[config.mk]
export PLATFORM = sky130hd
export DESIGN_NAME = seq_detector_param
export DESIGN_NICKNAME = d
export VERILOG_FILES = /design/src/rtl/seq_detector_param.sv
export SDC_FILE = /design/constraint.sdc
export NUM_CORES = 1
export LEC_CHECK = 0
export CAP_MARGIN = 15
export CELL_PAD_IN_SITES_DETAIL_PLACEMENT = 0
export CELL_PAD_IN_SITES_GLOBAL_PLACEMENT = 1
export CORE_UTILIZATION = 42
export DETAILED_ROUTE_END_ITERATION = 10
export PLACE_DENSITY = 0.93
export REMOVE_ABC_BUFFERS = 1
export SETUP_SLACK_MARGIN = 0.1
export SLEW_MARGIN = 20
export SYNTH_ARGS = -nofsm -noshare
export SYNTH_HDL_FRONTEND = slang
export SYNTH_SLANG_ARGS = --single-unit
[constraint.sdc]
create_clock -name clk -period 6.3 [get_ports clk]
set_input_delay 1.575 -clock clk [delete_from_list [all_inputs] [get_ports clk]]
set_output_delay 1.575 -clock clk [all_outputs]
set_load 0.02 [all_outputs]
[src/rtl/seq_detector_param.sv]
// seq_detector_param: parametrised serial pattern detector (Moore output).
// Detects a run-time loadable PAT_W-bit pattern (MSB oldest) on a strobed
// serial stream, with run-time overlap selection and a saturating match
// counter carrying a sticky saturation flag.
// Optional feature: define SEQ_DETECTOR_MASK_EN to add a per-bit compare mask
// (mask_in port, mask register loaded with the pattern; mask bit 0 = don't-care).
module seq_detector_param #(
  parameter int               PAT_W     = 4,
  parameter logic [PAT_W-1:0] RESET_PAT = 4'b1101,
  parameter int               CNT_W     = 8
) (
  input  logic             clk,
  input  logic             n_rst,
  input  logic             i,
  input  logic             valid,
  input  logic             load,
  input  logic [PAT_W-1:0] pattern_in,
`ifdef SEQ_DETECTOR_MASK_EN
  input  logic [PAT_W-1:0] mask_in,
`endif
  input  logic             overlap_en,
  input  logic             clear,
  output logic             o,
  output logic [CNT_W-1:0] match_count,
  output logic             count_sat
);

  localparam int               FILL_W    = $clog2(PAT_W + 1);
  localparam logic [FILL_W-1:0] FILL_FULL = FILL_W'(PAT_W);
  localparam logic [CNT_W-1:0]  CNT_MAX   = '1;

  typedef enum logic [1:0] {
    FILL  = 2'd0,
    ARMED = 2'd1,
    MATCH = 2'd2
  } state_t;

  state_t             state, state_nxt;
  logic [PAT_W-1:0]   history, history_nxt, history_shift;
  logic [FILL_W-1:0]  fill, fill_nxt, fill_inc;
  logic [PAT_W-1:0]   pattern, pattern_nxt;
  logic               accept;
  logic               hit;
  logic [CNT_W-1:0]   count_nxt;
  logic               sat_nxt;

`ifdef SEQ_DETECTOR_MASK_EN
  logic [PAT_W-1:0]   mask, mask_nxt;

  // Masked compare: only bits with mask=1 take part.
  function automatic logic pat_equal(input logic [PAT_W-1:0] h,
                                     input logic [PAT_W-1:0] p,
                                     input logic [PAT_W-1:0] m);
    return ((h ^ p) & m) == '0;
  endfunction
`else
  // Exact compare on all pattern bits.
  function automatic logic pat_equal(input logic [PAT_W-1:0] h,
                                     input logic [PAT_W-1:0] p);
    return h == p;
  endfunction
`endif

  // A bit is consumed only when strobed and not pre-empted by a pattern load.
  assign accept        = valid & ~load;
  assign history_shift = {history[PAT_W-2:0], i};
  assign fill_inc      = (fill == FILL_FULL) ? fill : fill + FILL_W'(1);

`ifdef SEQ_DETECTOR_MASK_EN
  assign hit = (fill_inc == FILL_FULL) && pat_equal(history_shift, pattern, mask);
`else
  assign hit = (fill_inc == FILL_FULL) && pat_equal(history_shift, pattern);
`endif

  // Moore output: decoded from the registered state only.
  assign o = (state == MATCH);

  // Next-state: load restarts detection, otherwise advance on accepted bits.
  always_comb begin
    state_nxt   = state;
    history_nxt = history;
    fill_nxt    = fill;
    pattern_nxt = pattern;
`ifdef SEQ_DETECTOR_MASK_EN
    mask_nxt    = mask;
`endif
    if (load) begin
      pattern_nxt = pattern_in;
`ifdef SEQ_DETECTOR_MASK_EN
      mask_nxt    = mask_in;
`endif
      history_nxt = '0;
      fill_nxt    = '0;
      state_nxt   = FILL;
    end else if (accept) begin
      if (hit) begin
        state_nxt = MATCH;
        if (overlap_en) begin
          // Keep the window so the very next bit may complete another match.
          history_nxt = history_shift;
          fill_nxt    = FILL_FULL;
        end else begin
          // Non-overlapping: the next match needs PAT_W fresh bits.
          history_nxt = '0;
          fill_nxt    = '0;
        end
      end else begin
        history_nxt = history_shift;
        fill_nxt    = fill_inc;
        state_nxt   = (fill_inc == FILL_FULL) ? ARMED : FILL;
      end
    end
  end

  // Detection state registers.
  always_ff @(posedge clk or negedge n_rst) begin
    if (!n_rst) begin
      state   <= FILL;
      history <= '0;
      fill    <= '0;
      pattern <= RESET_PAT;
`ifdef SEQ_DETECTOR_MASK_EN
      mask    <= '1;
`endif
    end else begin
      state   <= state_nxt;
      history <= history_nxt;
      fill    <= fill_nxt;
      pattern <= pattern_nxt;
`ifdef SEQ_DETECTOR_MASK_EN
      mask    <= mask_nxt;
`endif
    end
  end

  // Counter next value: clear wins over a coincident match; holds at all-ones.
  always_comb begin
    count_nxt = match_count;
    sat_nxt   = count_sat;
    if (clear) begin
      count_nxt = '0;
      sat_nxt   = 1'b0;
    end else if (accept && hit && (match_count != CNT_MAX)) begin
      count_nxt = match_count + CNT_W'(1);
      if (count_nxt == CNT_MAX) begin
        sat_nxt = 1'b1;
      end
    end
  end

  // Match counter and sticky saturation flag.
  always_ff @(posedge clk or negedge n_rst) begin
    if (!n_rst) begin
      match_count <= '0;
      count_sat   <= 1'b0;
    end else begin
      match_count <= count_nxt;
      count_sat   <= sat_nxt;
    end
  end

endmodule

### Word-level counts from Yosys, hierarchy flattened

Cells that the tools add are included.

* flip-flop bits (word level): 21
* bits of input ports: 11
* output and inout port bits: 10
* logic and storage cells: 41

* add/sub/neg operators: 2
* equality and inequality tests: 6
* muxes and demuxes: 18
* bitwise operators: 2
* reductions and logical operators: 7

Operators with widths (count)
* $mux 3: 9
* $mux 8: 2
* $add 8x1->8 const B: 1
* $eq 8x8->1 const B: 1
* $ne 8x8->1 const B: 1
* $eq 3x3->1 const B: 2
* $mux 2: 3
* $reduce_bool 2->1: 3
* $eq 4x4->1: 1
* $mux 1: 4
* $add 3x1->3 const B: 1
* $logic_and 1x1->1: 3
* $eq 2x2->1 const B: 1
* $reduce_and 2->1: 1
* $and 1x1->1: 1
* $not 1->1: 1

### Logic depth before layout (Yosys ltp)

Gate-level depths: netlist of run 1.

* depth in word-level cells: 8
* gate-level depth with buffers: 8
* gate-level depth less buffers: 7

### Worst setup path after synthesis of run 1

OpenSTA, ideal clock, no wires.

* path type: input to register
* start: input i
* end: register match_count[4]
* setup time: 0.125 ns
* data arrival time: 2.704 ns
* data required time: 6.175 ns
* setup slack: 3.471 ns
* cell stages on the path: 6
* path buffers: 1
* path through: xnor2_1 -> nand4_1 -> a21o_1 -> buf_4 -> nor3_1 -> mux2_2

* cells in the longest elaborated chain, start to end: 5

Ends and longest elaborated chain
* start, declared: RTL line 14 `input logic i,`
* $eq 4x4->1: RTL line 60 `return h == p;`
* $logic_and 1x1->1: RTL line 72 `assign hit = (fill_inc == FILL_FULL) && pat_equal(history_shift, pattern);`
* $logic_and 1x1->1 (2 in series): RTL line 143 `end else if (accept && hit && (match_count != CNT_MAX)) begin`
* $reduce_bool 2->1 (no source line)
* end signal, assigned: RTL line 157 `match_count <= count_nxt;`
* end, declared: RTL line 24 `output logic [CNT_W-1:0] match_count,`

Every way passes these cells.
A chain may end at the register's enable or synchronous reset.

### Worst setup path in the final report of run 1

* start: input valid
* end: register match_count[7]

* cells in the longest elaborated chain, start to end: 4

Ends and longest elaborated chain
* start, declared: RTL line 15 `input logic valid,`
* $and 1x1->1: RTL line 65 `assign accept = valid & ~load;`
* $logic_and 1x1->1 (2 in series): RTL line 143
* $reduce_bool 2->1 (no source line)

Every way passes these cells.

==> metrics.md, run 1 <==
| Metric | Value |
|---|---|
| Outcome | `finished clean` |
| Core area | `2590 um2` |
| Chip Width | `55.34 um` |
| Final clock skew | `0.001773 ns` |
| Top_reg_cell synth | `dfrtp_1` |
| Comb power frac | `12.7%` |
| Largest net degree at the start of global routing | `22` |
| CTS H-tree lvls | `1` |
| Starting Density | `46.14%` |
| Int Pwr | `0.1799 mW` |
| Clock share of power | `27.4%` |
| Post-synth cell types | `38` |
| DR WL/cell | `14.04 um` |
| Die Ht | `55.34 um` |
| RSZ-0062 raised after global routing | `no` |
| F_max | `0.3056 GHz` |
| Mapped Cells | `122` |
| Crit Path Category | `in2reg` |
| Initial antenna violation count | `0` |
| First-pass GRT wire length | `4319 um` |
| Nets | `158` |
| Cts hold-fix bufs | `0` |
| Sequential share of power | `59.9%` |
| Antenna fix cells | `0` |
| Critical Path Source | `valid` |
| Worst-case reg-to-reg path depth | `7` |
| Switching power total | `0.06157 mW` |
| Die area | `3063 um2` |
| Nature of the critical path startpoint | `primary input` |
| Clock Tree Buf Depth | `2` |
| Area of the multi-input gates | `631.9 um2` |
| Number of synthesized register bits | `21` |
| Gpl congestion | `0.7947` |
| Setup bufs post-CTS | `0` |
| Final WL | `2415 um` |
| Drt first pass iters | `4` |
| Layout area overhead | `20.63%` |
| Vias | `953` |
| Fraction of registers with async set/reset | `100.0%` |
| Row count | `18` |
| Initial drt markers | `21` |
| Crit Path Max Fanout | `14` |
| Sequential area share after synthesis | `44.29%` |
| CP Data Arrival Time | `3.51 ns` |
| FF/Latch Area | `529.3 um2` |
| Reg2reg setup slack | `4.10 ns` |
| Share of the synthesized area in the top cell type | `37.70%` |
| Post-route setup TNS | `0 ns` |
| Syn avg cell area | `9.794 um2` |
| Post-Syn Area | `1195 um2` |
| Yosys warnings | `0` |
| Total track usage | `17.73%` |
| Final Cycle Share | `51.94%` |
| Cell Area, Placed | `1414 um2` |
| Cell taking the most area after synthesis | `dfrtp_1` |
| Number of synthesized flops with an enable pin | `0` |
| Ratio of cells with drive above 1 in the final layout | `11.97%` |
| Drt drc | `0` |
| Grt total ovfl | `0` |
| Max-Slew Margin vs Limit | `39.67%` |
| Final HPWL DP | `1844 um` |
| Leakage power total | `0.5592 nW` |
| Vias/cell | `5.541` |
| PD cells | `167.5 nW/um2` |
| Sw Share | `25.50%` |
| Clk slew on worst S/H paths | `0.12 ns` |
| I/O Pins | `21` |
| Fillers | `254` |
| Clock Sinks | `21` |
| Max VDD drop | `0.09527 mV` |
| Hold EP | `count_sat$_DFFE_PN0P_` |
| CTS Buf Count | `3` |
| Clk root buf | `clkbuf_4` |
| Max cap viols | `0` |
| Port Buffer Count | `20` |
| CTS tree | `built` |
| Worst EP required | `6.54 ns` |
| Most frequent cells in the layout | `20 x clkdlybuf4s50_1, 18 x dfrtp_1, 9 x nor2_1, 9 x a21oi_1` |
| Reg-to-Reg End | `match_count[3]$_DFFE_PN0P_` |
| Antenna Nets Post-Route | `0` |
| Commonest non-fill, non-tap cell in the layout | `clkdlybuf4s50_1` |
| Worst-margin pin slew | `0.9022 ns` |
| Hold path depth | `1` |
| Final min period | `3.272 ns` |
| Hold Startpoint | `count_sat$_DFFE_PN0P_` |
| Vias in the first global route | `968` |
| Final setup vio count | `0` |
| Worst Setup End Kind | `flip-flop` |
| R2r startpoint | `fill[0]$_DFFE_PN0P_` |
| Fin area | `1441 um2` |
| Final Hold Viols | `0` |
| Post_cts resized | `0` |
| Top cells by area, synth | `dfrtp_1 38%, dfstp_2 6.6%, mux2_2 6.6%, xnor2_1 5.1%, ha_1 4.2%` |
| Clk Latency, worst-skew pair | `0.31 ns` |
| Hold Path Class | `reg2reg` |
| Slew Viols, Final | `0` |
-- layout make-up --
| class | instances | share of cell area [%] |
|---|---|---|
| multi-input combinational | 93 | 43.84 |
| sequential | 21 | 36.72 |
| timing repair buffer | 20 | 13.89 |
| tap | 30 | 2.604 |
| clock buffer | 3 | 1.563 |
| inverter | 4 | 1.042 |
| clock inverter | 1 | 0.3472 |
-- worst max-delay path, cell delays in order --
cell             delay [ns]
clkdlybuf4s50_1        0.73
nor2b_1                0.30
o21a_1                 0.30
nand4_1                0.15
or3_1                  0.32
a21oi_1                0.14
-- power by group through the flow --
stage               Combinational (mW)  Clock (mW)  Sequential (mW)
floorplan                       0.0159           0            0.146
CTS                             0.0311      0.0693            0.145
global placement                0.0295           0            0.147
finish                          0.0306      0.0662            0.145
detailed placement              0.0310           0            0.147
global route                    0.0342      0.0755            0.146
-- cell usage after synthesis, types with 2 or more instances --
| master | number |
|---|---|
| nand4_1 | 4 |
| inv_1 | 4 |
| ha_1 | 4 |
| a31oi_1 | 2 |
| xnor2_1 | 7 |
| dfstp_2 | 3 |
| clkbuf_1 | 2 |
| nand2_1 | 6 |
| dfrtp_1 | 18 |
| o21ai_0 | 4 |
| mux2_2 | 7 |
| a21oi_1 | 9 |
| nand3_1 | 7 |
| nor2b_1 | 7 |
| nand2b_1 | 3 |
| nor3_1 | 2 |
| xor2_1 | 2 |
| o211ai_1 | 3 |
| nor2_1 | 9 |
-- worst max-delay path by stage --
stage	endpoint	slack (ns)
final	match_count[7]$_DFFE_PN0P_	3.03
after global routing	match_count[7]$_DFFE_PN0P_	2.83
after CTS	match_count[7]$_DFFE_PN0P_	3.05
after detailed placement	match_count[7]$_DFFE_PN0P_	2.72
after global placement	match_count[7]$_DFFE_PN0P_	2.78
after floorplan	match_count[3]$_DFFE_PN0P_	3.48
-- flip-flops by register name, summed over array words and instances (netlist names) --
name and cells:
count_sat 1, pattern 4, history 3, state 2, fill 3, match_count 8
-- metal layers --
metal | GRT usage, % | part of all wire [%] | up-vias
li1 | - | - | 479
met1 | 22.57 | 48 | 456
met2 | 28.92 | 48 | 13
met3 | 2.810 | 2.7 | 5
met4 | 9.286 | 2.0 | 0
met5 | 0 | 0 | -
-- cells by family after synthesis --
logic type | synth area share [%]
AO/OA/AOI/OAI | 13.72
XOR/XNOR | 6.597
adder cells (fa/ha/maj) | 4.189
buffers and inverters | 2.827
flip-flops | 44.29
multiplexers | 7.435
AND/OR/NAND/NOR | 20.94
-- per-stage QoR --
step | std cells | util (%) | setup WS (ns) | hold WS, ns | power [mW]
after floorplan | 118 | - | 3.484 | 0.4781 | 0.1622
after global placement | 168 | 54.59 | 2.779 | 0.4975 | 0.1763
after detailed placement | 168 | 54.59 | 2.719 | 0.4978 | 0.1784
after CTS | 172 | 55.65 | 3.046 | 0.5359 | 0.2452
after global routing | 172 | 55.65 | 2.834 | 0.5579 | 0.2554
final | 172 | 55.65 | 3.028 | 0.5326 | 0.2415
Power figures use the tool's default switching activity.
==> run 2: changes to the inputs <==
--- a/config.mk
+++ b/config.mk
@@ -8,9 +8,9 @@
 export CAP_MARGIN = 15
 export CELL_PAD_IN_SITES_DETAIL_PLACEMENT = 0
 export CELL_PAD_IN_SITES_GLOBAL_PLACEMENT = 1
-export CORE_UTILIZATION = 42
+export CORE_UTILIZATION = 36
 export DETAILED_ROUTE_END_ITERATION = 10
-export PLACE_DENSITY = 0.93
+export PLACE_DENSITY = 0.86
 export REMOVE_ABC_BUFFERS = 1
 export SETUP_SLACK_MARGIN = 0.1
 export SLEW_MARGIN = 20
==> constraint.sdc (replaced) <==
create_clock -name clk -period 2.8 [get_ports clk]
set_input_delay 0.7 -clock clk [delete_from_list [all_inputs] [get_ports clk]]
set_output_delay 0.7 -clock clk [all_outputs]
set_load 0.02 [all_outputs]
==> run 2 against run 1 <==
Core utilization is 7.7 points lower. Critical path depth stayed put. Sequential power is 120% higher. Routed wire length is 1.1% lower. Clock skew is 0.0086 ns higher. Global-route usage is 2.1 points lower. Hold slack better by 0.0089 ns. Combinational power is 140% higher.
==> metrics.md, run 2 (synthesized netlist as in run 1, its figures left out) <==
| Metric | Value |
|---|---|
| Worst-case reg-to-reg path depth | `7` |
| Initial drt markers | `26` |
| Final WL | `2389 um` |
| Hold Startpoint | `count_sat$_DFFE_PN0P_` |
| Crit Path Category | `in2reg` |
| R2r startpoint | `fill[0]$_DFFE_PN0P_` |
| Clock Sinks | `21` |
| DR WL/cell | `12.57 um` |
| Final HPWL DP | `1737 um` |
| Clk root buf | `clkbuf_4` |
| Largest registers | `match_count (8), pattern (4)` |
| Layout area overhead | `24.61%` |
| Reg-to-Reg End | `match_count[3]$_DFFE_PN0P_` |
| Final min period | `2.245 ns` |
| Clk slew on worst S/H paths | `0.13 ns` |
| Final Cycle Share | `80.17%` |
| Die Ht | `59.61 um` |
| Final core utilization | `47.98%` |
| Antenna Nets Post-Route | `0` |
| Nature of the critical path startpoint | `primary input` |
| CTS Buf Count | `3` |
| Cts hold-fix bufs | `0` |
| Grt total ovfl | `0` |
| Total track usage | `15.67%` |
| Gpl congestion | `0.8140` |
| Nets | `162` |
| Max cap viols | `0` |
| CP Cell Sequence | `clkdlybuf4s50_1, xnor2_1, nand4_1, a21o_1, or4_1, a21oi_1` |
| Worst Setup End Kind | `flip-flop` |
| CP Data Arrival Time | `2.50 ns` |
| Hold path depth | `1` |
| Reg2reg setup slack | `0.60 ns` |
| Post-route setup TNS | `0 ns` |
| Crit path max-delay cell type | `or4_1` |
| Clk Latency, worst-skew pair | `0.32 ns` |
| Hold Path Class | `reg2reg` |
| Final setup vio count | `0` |
| Most frequent cells in the layout | `20 x clkdlybuf4s50_1, 18 x dfrtp_1, 9 x nor2_1, 9 x a21oi_1` |
| Largest net degree at the start of global routing | `22` |
| Clock Tree Buf Depth | `2` |
| Max-Slew Margin vs Limit | `72.94%` |
| Vias | `961` |
| CTS tree | `built` |
| Outcome | `finished clean` |
| RSZ-0062 raised after global routing | `no` |
| Die area | `3553 um2` |
| Starting Density | `38.51%` |
| Drt first pass iters | `3` |
| Max VDD drop | `0.1507 mV` |
| Slew Viols, Final | `0` |
| Final Hold Viols | `0` |
| F_max | `0.4455 GHz` |
| PD cells | `370.4 nW/um2` |
| Worst-margin pin slew | `0.4016 ns` |
| Core area | `3103 um2` |
| Port Buffer Count | `20` |
| WL met3 | `63 um` |
| M1 WL | `1152 um` |
| Most flop-heavy register | `match_count` |
| Max reg flops | `8` |
| Worst EP required | `3.06 ns` |
| Setup bufs post-CTS | `0` |
| Final clock skew | `0.01042 ns` |
| Initial antenna violation count | `0` |
| Post_cts resized | `0` |
| Top Layer Used | `met4` |
| I/O Pins | `21` |
| Vias in the first global route | `934` |
| Crit Path Max Fanout | `11` |
| Commonest non-fill, non-tap cell in the layout | `clkdlybuf4s50_1` |
| Row count | `20` |
| Drt drc | `0` |
| Leakage power total | `0.5784 nW` |
| Hold EP | `count_sat$_DFFE_PN0P_` |
| Ratio of cells with drive above 1 in the final layout | `14.38%` |
| Vias/cell | `5.058` |
| Antenna fix cells | `0` |
| First-pass GRT wire length | `4181 um` |
| Largest stage delay, worst path | `0.53 ns` |
| Chip Width | `59.61 um` |
| Met2 wire length | `1118 um` |
| CTS H-tree lvls | `1` |
run 2: changes by cell type in the layout (fill, tap and decap cells not counted):
cell / change
buf_4: +4
run 2: area by class of cell:
type	count	area, um2
Sequential cell	21	529.3
Fill cell	328	1614
Inverter	4	15.01
Tap cell	44	55.05
Clock inverter	1	5.005
Clock buffer	3	22.52
Timing Repair Buffer	24	230.2
Multi-Input combinational cell	93	631.9
run 2: worst max-delay path by stage:
stage	start	end	slack (ns)
after CTS	i	match_count[3]$_DFFE_PN0P_	0.56
after detailed placement	i	match_count[3]$_DFFE_PN0P_	0.23
after global routing	i	match_count[3]$_DFFE_PN0P_	0.42
final	i	match_count[3]$_DFFE_PN0P_	0.56
after global placement	i	match_count[3]$_DFFE_PN0P_	0.28
after floorplan	fill[0]$_DFFE_PN0P_	match_count[3]$_DFFE_PN0P_	0.78
run 2: power breakdown:
group,internal [mW],total [mW],switching [mW]
registers,0.317,0.325,0.00816
logic,0.0381,0.0730,0.0350
clock network,0.0535,0.154,0.100
total,0.408,0.551,0.143
run 2: through the flow:
step           area [um2]  hold WS, ns  worst slack, ns  power [mW]  std cells
6_report             1489       0.5416           0.5552      0.5515        190
3_3_place_gp         1461       0.4900           0.2806      0.4032        186
5_1_grt              1489       0.5720           0.4215      0.5776        190
4_1_cts              1489       0.5472           0.5590      0.5571        190
3_5_place_dp         1461       0.5034           0.2310      0.4050        186
2_1_floorplan        1176       0.4044           0.7833      0.3649        118
run 2: layer usage:
metal | up-vias | track usage [%]
met5 | - | 0
met3 | 6 | 2.838
met1 | 461 | 20.38
met4 | 0 | 7.309
li1 | 481 | -
met2 | 13 | 25.20
run 2: critical path: cells and delay by family:
family | cells | cell delay (ns)
AND/OR/NAND/NOR | 2 | 0.72
XOR/XNOR | 1 | 0.12
buffers and inverters | 1 | 0.49
AO/OA/AOI/OAI | 2 | 0.47
==> run 3: changes to the inputs <==
--- a/config.mk
+++ b/config.mk
@@ -8,9 +8,9 @@
 export CAP_MARGIN = 15
 export CELL_PAD_IN_SITES_DETAIL_PLACEMENT = 0
 export CELL_PAD_IN_SITES_GLOBAL_PLACEMENT = 1
-export CORE_UTILIZATION = 36
+export CORE_UTILIZATION = 39
 export DETAILED_ROUTE_END_ITERATION = 10
-export PLACE_DENSITY = 0.86
+export PLACE_DENSITY = 0.88
 export REMOVE_ABC_BUFFERS = 1
 export SETUP_SLACK_MARGIN = 0.1
 export SLEW_MARGIN = 20
==> constraint.sdc (replaced) <==
create_clock -name clk -period 2.3 [get_ports clk]
set_input_delay 0.575 -clock clk [delete_from_list [all_inputs] [get_ports clk]]
set_output_delay 0.575 -clock clk [all_outputs]
set_load 0.02 [all_outputs]
==> run 3 against run 2 <==
The run now ends with DRC left. Global-route usage increased by 1.8 points. Power increased by 24%. Count of clock-buffer cells in the layout unchanged. Die area decreased by 7.4%. First-iteration DRC count decreased by 42%. Largest cell class unchanged. Largest power group unchanged.
==> metrics.md, run 3 (synthesized netlist as in run 1, its figures left out) <==
| Metric | Value |
|---|---|
| RSZ-0062 raised after global routing | `no` |
| Final setup vio count | `0` |
| Max VDD drop | `0.1923 mV` |
| Post-route setup TNS | `0 ns` |
| Crit path buf inv count | `1` |
| Largest net degree at the start of global routing | `22` |
| Nets | `170` |
| Hold Path Class | `reg2reg` |
| Final min period | `2.105 ns` |
| Vias in the first global route | `1027` |
| Cts hold-fix bufs | `0` |
| Max reg flops | `8` |
| CTS Buf Count | `3` |
| Largest registers | `match_count (8), pattern (4)` |
| Met2 wire length | `1221 um` |
| Antenna Nets Post-Route | `0` |
| Worst Setup End Kind | `flip-flop` |
| First-pass GRT wire length | `4416 um` |
| DR WL/cell | `13.58 um` |
| Final WL | `2513 um` |
| Final core utilization | `54.36%` |
| Final clock skew | `0.01429 ns` |
| Total track usage | `17.47%` |
| Antenna fix cells | `0` |
| Crit Path Category | `reg2reg` |
| M1 WL | `1179 um` |
| Leakage power total | `0.6120 nW` |
| Drt first pass iters | `9` |
| Worst path top cell family by delay | `simple AND/OR/NAND/NOR gates` |
| Clk root buf | `clkbuf_4` |
| Outcome | `complete, but fails checks` |
| Final WS setup | `0.1945 ns` |
| Drt drc | `1` |
| Starting Density | `42.24%` |
| Vias | `1016` |
| Final HPWL DP | `1871 um` |
| Grt total ovfl | `0` |
| CP Cell Sequence | `inv_2, ha_2, nand2_2, or3_4, a21o_1, or4_1, a21oi_1` |
| Crit Path Max Fanout | `4` |
| Max cap viols | `0` |
| Violated checks | `DRC` |
| Post-place setup slack | `0.00003353 ns` |
| Most frequent cells in the layout | `20 x clkdlybuf4s50_1, 18 x dfrtp_1, 12 x buf_4` |
| CTS tree | `built` |
| I/O Pins | `21` |
| Largest stage delay, worst path | `0.50 ns` |
| Commonest non-fill, non-tap cell in the layout | `clkdlybuf4s50_1` |
| Crit path max-delay cell type | `or4_1` |
| Core area | `2829 um2` |
| Clock Sinks | `21` |
| Clk Latency, worst-skew pair | `0.32 ns` |
| Clock Tree Buf Depth | `2` |
| Die Ht | `57.35 um` |
| Gpl congestion | `0.8388` |
| Layout area overhead | `28.69%` |
| Most flop-heavy register | `match_count` |
| Worst-margin pin slew | `0.4095 ns` |
| Initial drt markers | `15` |
| Slew Viols, Final | `0` |
| F_max | `0.4749 GHz` |
| Ratio of cells with drive above 1 in the final layout | `20.13%` |
| Worst EP required | `2.54 ns` |
| WL met3 | `66 um` |
| Top Layer Used | `met4` |
| Clk slew on worst S/H paths | `0.13 ns` |
| Chip Width | `57.35 um` |
| Vias/cell | `5.492` |
| Row count | `19` |
| Die area | `3289 um2` |
| PD cells | `443.9 nW/um2` |
| Nature of the critical path startpoint | `flip-flop` |
| Initial antenna violation count | `0` |
| Final Hold Viols | `0` |
| Final Cycle Share | `91.54%` |
| CTS H-tree lvls | `1` |
| Port Buffer Count | `20` |
| CP Data Arrival Time | `2.34 ns` |
| Max-Slew Margin vs Limit | `72.41%` |
==> run 3: final timing paths <==
| path | startpoint | to | slack [ns] | depth (start not counted) |
|---|---|---|---|---|
| max | fill[0]$_DFFE_PN0P_ | match_count[3]$_DFFE_PN0P_ | 0.19 | 7 |
| min | count_sat$_DFFE_PN0P_ | count_sat$_DFFE_PN0P_ | 0.51 | 1 |
| max reg2reg | fill[0]$_DFFE_PN0P_ | match_count[3]$_DFFE_PN0P_ | 0.19 | 7 |
| min reg2reg | count_sat$_DFFE_PN0P_ | count_sat$_DFFE_PN0P_ | 0.51 | 1 |
| max in group asynchronous | n_rst | pattern[2]$_DFFE_PN1P_ | 1.45 | 2 |
| min in group asynchronous | n_rst | fill[0]$_DFFE_PN0P_ | 0.58 | 2 |
==> run 3: what timing repair did <==
item                                    4_1_cts  5_1_grt
endpoints found under the setup margin        0        3
buffers inserted                              0        1
gates resized for setup                       0        2
==> run 3: final cells by class <==
type / count / area [um2]
clock inverters: 1 / 7.507
repair buffers: 32 / 290.3
multi-input cells: 93 / 634.4
well taps: 31 / 38.79
clock buffers: 3 / 22.52
inverters: 4 / 15.01
fillers: 247 / 1291
flip-flops and latches: 21 / 529.3
==> run 3: metal layers <==
metal / up-vias / GRT usage [%]
met2: 16 / 29.24
met3: 4 / 2.494
met5: - / 0
met4: 0 / 8.362
met1: 493 / 22.17
li1: 503 / -
==> run 3: power by group <==
group / total [mW] / switching, mW / internal [mW] / leakage [nW]
Clock: 0.187 / 0.120 / 0.0665 / 0.0139
Sequential: 0.397 / 0.0109 / 0.386 / 0.278
Combinational: 0.0993 / 0.0458 / 0.0535 / 0.320
Total: 0.683 / 0.177 / 0.506 / 0.612
==> run 3: stage by stage <==
step / hold slack [ns] / total power [mW] / std cells / cell area [um2]
after floorplan: 0.2794 / 0.4442 / 118 / 1176
after global placement: 0.4832 / 0.4944 / 180 / 1498
after detailed placement: 0.4850 / 0.4990 / 180 / 1498
after CTS: 0.5126 / 0.6865 / 184 / 1528
after global routing: 0.5366 / 0.7188 / 185 / 1538
final: 0.5061 / 0.6827 / 185 / 1538
